--- src/rtl/pipe_cla_adder_if.sv ---
// ---------------------------------------------------------------------------
// pipe_cla_adder_if
//   Operand/result handshake bundle for pipe_cla_adder.
//   Optional feature macro: PIPE_ADDER_SUB_EN (adds the sub select).
//
//   Signals:
//     in_valid / in_ready     operand beat handshake
//     a, b [WIDTH]            operands
//     cin                     carry-in (borrow-in when subtracting)
//     sub                     subtract select (PIPE_ADDER_SUB_EN only)
//     out_valid / out_ready   result beat handshake
//     sum [WIDTH]             result
//     cout, ovf, zero         carry out, signed overflow, sum == 0
//
//   master: operand producer / result consumer.  slave: the adder.
// ---------------------------------------------------------------------------
interface pipe_cla_adder_if #(
  parameter int WIDTH = 16
);
  logic             in_valid;
  logic             in_ready;
  logic [WIDTH-1:0] a;
  logic [WIDTH-1:0] b;
  logic             cin;
`ifdef PIPE_ADDER_SUB_EN
  logic             sub;
`endif
  logic             out_valid;
  logic             out_ready;
  logic [WIDTH-1:0] sum;
  logic             cout;
  logic             ovf;
  logic             zero;

  modport master (
`ifdef PIPE_ADDER_SUB_EN
    output sub,
`endif
    output in_valid, a, b, cin, out_ready,
    input  in_ready, out_valid, sum, cout, ovf, zero
  );

  modport slave (
`ifdef PIPE_ADDER_SUB_EN
    input  sub,
`endif
    input  in_valid, a, b, cin, out_ready,
    output in_ready, out_valid, sum, cout, ovf, zero
  );
endinterface

--- src/rtl/pipe_cla_adder.sv ---
// ---------------------------------------------------------------------------
// pipe_cla_adder
//   Pipelined carry-lookahead adder. A WIDTH-bit add is split into
//   NSEG = WIDTH/SEG segments; segment k is computed in stage k with a
//   flattened SEG-bit lookahead, and its carry-out is registered into
//   stage k+1. Upper operand bits ride forward in skew registers, finished
//   lower sum bits ride forward in deskew registers, so the whole result
//   lines up in the last stage. Latency is NSEG cycles, one beat per cycle.
//
//   Optional feature macro: PIPE_ADDER_SUB_EN
//     defined   : bus.sub selects a - b - cin (b inverted, carry-in inverted;
//                 cout = 1 means no borrow).
//     undefined : add only, no sub signal.
//
//   Parameters:
//     WIDTH  operand/result width, must be a multiple of SEG
//     SEG    segment width per stage, 1..8
//
//   Ports:
//     clk    clock, rising edge
//     rst_n  asynchronous active-low reset (clears valids and result regs)
//     bus    pipe_cla_adder_if.slave: operand and result handshakes
// ---------------------------------------------------------------------------

// One SEG-bit lookahead segment. Every internal carry is formed as a
// flat sum of products of the generate/propagate terms and the
// segment carry-in, so no ripple path exists inside the segment.
module pipe_cla_seg #(
  parameter int SEG = 4
) (
  input  logic [SEG-1:0] a,
  input  logic [SEG-1:0] b,
  input  logic           ci,
  output logic [SEG-1:0] s,
  output logic           co
);
  logic [SEG-1:0] p;
  logic [SEG-1:0] g;
  logic [SEG:0]   gc;   // gc[0] = ci, gc[j] = g[j-1]: the carry sources
  logic [SEG:0]   c;
  logic           term;

  assign p  = a ^ b;
  assign g  = a & b;
  assign gc = {g, ci};

  // c[i+1] = OR over sources j of gc[j] & p[j] & ... & p[i]
  always_comb begin
    c    = '0;
    term = 1'b0;
    c[0] = ci;
    for (int i = 0; i < SEG; i++) begin
      for (int j = 0; j <= i + 1; j++) begin
        term = gc[j];
        for (int m = j; m <= i; m++) term = term & p[m];
        c[i+1] = c[i+1] | term;
      end
    end
  end

  assign s  = p ^ c[SEG-1:0];
  assign co = c[SEG];
endmodule

module pipe_cla_adder #(
  parameter int WIDTH = 16,
  parameter int SEG   = 4
) (
  input  logic              clk,
  input  logic              rst_n,
  pipe_cla_adder_if.slave   bus
);
  localparam int NSEG   = WIDTH / SEG;
  localparam int STAGES = NSEG - 1;

  if (SEG < 1 || SEG > 8 || (WIDTH % SEG) != 0) begin : g_param_chk
    $error("pipe_cla_adder: SEG must be 1..8 and divide WIDTH");
  end

  logic              advance;
  logic [STAGES:0]   vld_pipe;   // vld_pipe[k] = stage k holds a beat
  logic [WIDTH-1:0]  b_eff;
  logic              cin_eff;
  logic [WIDTH-1:0]  sum_q;
  logic              cout_q;
  logic              ovf_q;
  logic              zero_q;

  // Subtract folds into the add: a + ~b + ~cin == a - b - cin.
`ifdef PIPE_ADDER_SUB_EN
  assign b_eff   = bus.sub ? ~bus.b : bus.b;
  assign cin_eff = bus.cin ^ bus.sub;
`else
  assign b_eff   = bus.b;
  assign cin_eff = bus.cin;
`endif

  // Whole pipe moves as one; only a stalled valid result blocks it.
  assign advance       = !vld_pipe[STAGES] || bus.out_ready;
  assign bus.in_ready  = advance;
  assign bus.out_valid = vld_pipe[STAGES];
  assign bus.sum       = sum_q;
  assign bus.cout      = cout_q;
  assign bus.ovf       = ovf_q;
  assign bus.zero      = zero_q;

  always_ff @(posedge clk or negedge rst_n) begin
    if (!rst_n) begin
      vld_pipe <= '0;
    end else if (advance) begin
      vld_pipe[0] <= bus.in_valid;
      for (int k = 1; k <= STAGES; k++) vld_pipe[k] <= vld_pipe[k-1];
    end
  end

  for (genvar k = 0; k < NSEG; k++) begin : stg
    localparam int LO = k * SEG;

    logic [WIDTH-LO-1:0] op_a;     // operand bits for segments k..NSEG-1
    logic [WIDTH-LO-1:0] op_b;
    logic                ci;
    logic                vin;      // a real beat is entering this stage
    logic [SEG-1:0]      s;
    logic                co;
    logic [LO+SEG-1:0]   s_full;   // sum bits 0 .. end of segment k

    if (k == 0) begin : src
      assign op_a   = bus.a;
      assign op_b   = b_eff;
      assign ci     = cin_eff;
      assign vin    = bus.in_valid;
      assign s_full = s;
    end else begin : src
      assign op_a   = stg[k-1].sk.a_q;
      assign op_b   = stg[k-1].sk.b_q;
      assign ci     = stg[k-1].sk.c_q;
      assign vin    = vld_pipe[k-1];
      assign s_full = {s, stg[k-1].sk.s_q};
    end

    pipe_cla_seg #(.SEG(SEG)) u_seg (
      .a  (op_a[SEG-1:0]),
      .b  (op_b[SEG-1:0]),
      .ci (ci),
      .s  (s),
      .co (co)
    );

    if (k < STAGES) begin : sk
      // Data regs are not reset: only the valid bits qualify them.
      // Loading only with a real beat keeps bubbles from toggling them.
      logic [WIDTH-LO-SEG-1:0] a_q;
      logic [WIDTH-LO-SEG-1:0] b_q;
      logic [LO+SEG-1:0]       s_q;
      logic                    c_q;

      always_ff @(posedge clk) begin
        if (advance && vin) begin
          a_q <= op_a[WIDTH-LO-1:SEG];
          b_q <= op_b[WIDTH-LO-1:SEG];
          s_q <= s_full;
          c_q <= co;
        end
      end
    end else begin : fin
      // Carry into the MSB recovered from the MSB sum bit, so the
      // segment adder need not expose its internal carries.
      logic c_msb;
      assign c_msb = op_a[SEG-1] ^ op_b[SEG-1] ^ s[SEG-1];

      // Result regs only change when a valid beat lands, so they hold
      // through stalls and bubbles.
      always_ff @(posedge clk or negedge rst_n) begin
        if (!rst_n) begin
          sum_q  <= '0;
          cout_q <= 1'b0;
          ovf_q  <= 1'b0;
          zero_q <= 1'b0;
        end else if (advance && vin) begin
          sum_q  <= s_full;
          cout_q <= co;
          ovf_q  <= co ^ c_msb;
          zero_q <= ~|s_full;
        end
      end
    end
  end
endmodule

--- src/flat_wrapper.sv ---
// flat-port wrapper written by rule: the top's interface ports become plain ports
module pipe_cla_adder_flat 
#(
  parameter int WIDTH = 16,
  parameter int SEG   = 4
)
  (clk, rst_n, bus_in_valid, bus_a, bus_b, bus_cin, bus_out_ready, bus_in_ready, bus_out_valid, bus_sum, bus_cout, bus_ovf, bus_zero);
  pipe_cla_adder_if #(.WIDTH(WIDTH)) bus_i ();
  input  logic clk;
  input  logic rst_n;
  input wire logic [$bits(bus_i.in_valid)-1:0] bus_in_valid;
  input wire logic [$bits(bus_i.a)-1:0] bus_a;
  input wire logic [$bits(bus_i.b)-1:0] bus_b;
  input wire logic [$bits(bus_i.cin)-1:0] bus_cin;
  input wire logic [$bits(bus_i.out_ready)-1:0] bus_out_ready;
  output wire logic [$bits(bus_i.in_ready)-1:0] bus_in_ready;
  output wire logic [$bits(bus_i.out_valid)-1:0] bus_out_valid;
  output wire logic [$bits(bus_i.sum)-1:0] bus_sum;
  output wire logic [$bits(bus_i.cout)-1:0] bus_cout;
  output wire logic [$bits(bus_i.ovf)-1:0] bus_ovf;
  output wire logic [$bits(bus_i.zero)-1:0] bus_zero;
  assign bus_i.in_valid = bus_in_valid;
  assign bus_i.a = bus_a;
  assign bus_i.b = bus_b;
  assign bus_i.cin = bus_cin;
  assign bus_i.out_ready = bus_out_ready;
  assign bus_in_ready = bus_i.in_ready;
  assign bus_out_valid = bus_i.out_valid;
  assign bus_sum = bus_i.sum;
  assign bus_cout = bus_i.cout;
  assign bus_ovf = bus_i.ovf;
  assign bus_zero = bus_i.zero;
  pipe_cla_adder #(.WIDTH(WIDTH), .SEG(SEG)) u_core (.clk(clk), .rst_n(rst_n), .bus(bus_i));
endmodule
--- config.mk ---
export PLATFORM = sky130hd
export DESIGN_NAME = pipe_cla_adder_flat
export DESIGN_NICKNAME = d
export VERILOG_FILES = /design/src/rtl/pipe_cla_adder_if.sv /design/src/rtl/pipe_cla_adder.sv /design/src/flat_wrapper.sv
export SDC_FILE = /design/constraint.sdc
export NUM_CORES = 1
export LEC_CHECK = 0
export BUFFER_PORTS_ARGS = -buffer_cell sky130_fd_sc_hd__buf_4
export CELL_PAD_IN_SITES_DETAIL_PLACEMENT = 0
export CELL_PAD_IN_SITES_GLOBAL_PLACEMENT = 2
export CORE_MARGIN = 2
export CORE_UTILIZATION = 35
export DETAILED_ROUTE_END_ITERATION = 10
export PLACE_DENSITY = 0.75
export SLEW_MARGIN = 20
export SYNTH_ARGS = -nofsm -noshare
export SYNTH_HDL_FRONTEND = slang
export SYNTH_SLANG_ARGS = --single-unit
--- constraint.sdc ---
create_clock -name clk -period 2.9 [get_ports clk]
set_clock_uncertainty 0.1 [all_clocks]
set_input_delay 0.145 -clock clk [delete_from_list [all_inputs] [get_ports clk]]
set_output_delay 0.145 -clock clk [all_outputs]
set_load 0.05 [all_outputs]
==> results.md <==
- Antenna Nets Post-Route: 0
- Total GRT Usage: 0.1107
- Launching element type of the critical path: register
- Synth top area share: 0.6022
- Global-route wire length before repair: between 9 and 10 mm
- Largest net degree at the start of global routing: 30
- Vias in the first global route: 2,002
- P_leak: 1.870 nW
- WL per Instance: roughly 13 um
- Die Y: around 110 um
- DR DRC count: 0
- Antenna Cells: 0
- DIE AREA: 11,530 um2
- H-tree depth: 3
- Slew Limit Fails: 0
- Setup CP Type: reg2reg
- Maxcap violations: 0
- Clk buf depth: 2
- Fmax achieved: 503.1 MHz
- Synth-to-layout area growth: 28.34%
- CTS root buffer: clkbuf_8
- Die X-Extent: approximately 110 um
- Fin. Hold Viols: 0
- Clk_lat worst skew: roughly 0.35 ns
- Routed WL: roughly 5.7 mm
- Worst Path Max Fanout: 22
- Comb power frac: 0.341
- Initial Utilization: 0.3606
- Hpwl dp: 3.828 mm
- CTS tree: done
- Slew @ Worst Pin: roughly 0.87 ns
- IO Count: 58
- Flops & latches, synth: 98
- Crit path time final: a little under 2 ns
- Port Buf Inserts: 57
- CTS clk-pin slew, worst paths: approximately 0.09 ns
- Cell type with the highest aggregate area in the netlist: edfxtp_1
- Switching power share of the total: 0.3508
- Mapped Nets: around 260
- Internal cell power: 2.984 mW
- Final worst-path cycle share: 0.6854
- Pwr Total: 4.597 mW
- Syn_area_per_cell: around 19 um2
- Clock group share of total power: 0.183
- Synth warn: 0
- Total CTS buffers: 9
- Starting DRT DRC Count: 36
- Layout Nets: roughly 360
- Worst vdd ir: between 0.0004 and 0.0005 V
- Crit path DAT: 2.12 ns
- Post-synthesis instance total: 200
- Cell area after synthesis: ~3700 um2
- Worst setup EP type: register
- Largest cells by area after synthesis: edfxtp_1 60%, dfrtp_1 15%, ha_1 6.7%, mux2_2 5.1%, fa_1 2.1%
- Hold Crit Class: in2reg
- Layout cell share with drive strength beyond 1: 0.3211
- Area of the multi-input gates: between 800 and 900 um2
- Final setup fails: 0
- Core area: around 10,000 um2
- FF/Latch Area: between 2000 and 3000 um2
- Filler cells: around 930
- RSZ-0062 raised after global routing: no
- Via/cell ratio: ~4.4
- Placer Congestion: 0.6997
- Max transition margin: 0.4168
- Detailed Routing Iterations Pass 1: 4
- TritonCTS sink count: slightly below 100
- Via count: 1,910
- Post-synth cell types: 25
- Gr ovfl total: 0
- Core Rows: 37
- Setup tns final: 0 ns
- Sequential cell fraction of total power: 0.476
- Initial antenna violation count: 0
- Worst EP required: between 3 and 4 ns
- Status: complete, no violations
- P per Cell Area: around 960 nW/um2
- Sequential-to-total area share from yosys stat: 0.7561
- NetSw: 1.612 mW
-- metal layers --
metal / part of all wire / vias up / wire [um] / track usage
li1: - / 936 / - / -
met1: 0.43 / 922 / 2478 / 0.1346
met2: 0.51 / 47 / 2918 / 0.1908
met3: 0.052 / 5 / 301 / 0.03814
met4: 0.0084 / 0 / 48 / 0.02473
met5: 0 / - / 0 / 0
-- sequential cells by signal (all words and copies together), names as in the netlist --
signal,flops
u_core.bus.zero,1
u_core.stg.sk.a_q,24
u_core.bus.cout,1
u_core.stg.sk.b_q,24
u_core.bus.ovf,1
u_core.bus.sum,16
u_core.stg.sk.s_q,24
u_core.stg.sk.c_q,3
u_core.vld_pipe,4
-- cells by family after synthesis --
family / synth area share
adders and majority gates: 0.08832
muxes: 0.05687
DFF: 0.7561
AOI/OAI and AO/OA: 0.03178
buffers and inverters: 0.004014
xor gates and xnor gates: 0.02108
and+or+nand+nor: 0.04182
-- worst paths after layout --
path	start	to	slack, ns	depth (start not counted)
max	u_core.vld_pipe[3]	u_core.bus.sum[12]	0.91	3
min	bus_cin	u_core.stg[0].sk.s_q[0]	0.04	2
max reg2reg	u_core.vld_pipe[3]	u_core.bus.sum[12]	0.91	3
min reg2reg	u_core.stg[1].sk.s_q[6]	u_core.stg[2].sk.s_q[6]	0.32	0
max in group asynchronous	rst_n	u_core.bus.sum[4]	2.35	2
min in group asynchronous	rst_n	u_core.bus.cout	0.11	2
-- cell usage after synthesis --
| library cell | number |
|---|---|
| a211oi_1 | 1 |
| a21oi_1 | 2 |
| and2_1 | 3 |
| buf_2 | 3 |
| dfrtp_1 | 23 |
| edfxtp_1 | 75 |
| fa_1 | 4 |
| ha_1 | 20 |
| mux2_1 | 1 |
| mux2_2 | 17 |
| mux2i_1 | 1 |
| nand2_1 | 5 |
| nand2b_1 | 5 |
| nand4_1 | 1 |
| nor2_1 | 9 |
| nor3_1 | 4 |
| nor3_2 | 1 |
| nor4_1 | 1 |
| o211ai_1 | 1 |
| o21a_1 | 7 |
| o21ai_0 | 5 |
| o41ai_2 | 1 |
| or4_4 | 1 |
| xnor2_1 | 5 |
| xor2_1 | 4 |
-- per-stage QoR --
step / utilization / hold slack, ns / area, um2 / cells / setup slack, ns
after floorplan: - / -0.2506 / 3740 / 200 / 0.5967
after global placement: 0.4190 / -0.04015 / 4345 / 393 / 0.8770
after detailed placement: 0.4190 / -0.03826 / 4345 / 393 / 0.8623
after CTS: 0.4628 / 0.01685 / 4800 / 435 / 0.8405
after global routing: 0.4628 / 0.03294 / 4800 / 435 / 0.6207
final: 0.4628 / 0.03880 / 4800 / 435 / 0.9125
-- cell type report --
| type | instances | share of cell area |
|---|---|---|
| Sequential cell | 98 | 0.5892 |
| Multi-Input combinational cell | 99 | 0.1869 |
| Timing Repair Buffer | 86 | 0.1481 |
| Tap cell | 136 | 0.03545 |
| Clock buffer | 9 | 0.02581 |
| Clock inverter | 7 | 0.01460 |
-- layout by cell type, fill, tap and decap left out, drive strengths merged, types with 7 or more instances in the layout --
| cell | count |
|---|---|
| buf | 60 |
| o21a | 7 |
| nor2 | 9 |
| dlygate4sd3 | 26 |
| clkbuf | 9 |
| edfxtp | 75 |
| dfrtp | 23 |
| mux2 | 18 |
| ha | 20 |
-- worst max-delay path: stages (launching register included) --
cell	delay (ns)
dfrtp_1	0.39
nand2b_1	0.27
nand2_1	0.59
mux2_1	0.52
-- timing repair --
item                      CTS  global route
hold buffers               26             0
resized for setup           0             0
setup buffers               0             0
hold endpoints to repair   48             0
-- power groups by stage --
| stage | logic [mW] | clock network [mW] | registers [mW] |
|---|---|---|---|
| after CTS | 1.60 | 0.874 | 2.20 |
| after floorplan | 0.644 | 0 | 2.64 |
| after global routing | 1.70 | 0.931 | 2.24 |
| after global placement | 1.55 | 0 | 2.22 |
| final | 1.57 | 0.840 | 2.19 |
| after detailed placement | 1.56 | 0 | 2.23 |
Power figures use the tool's default switching activity.
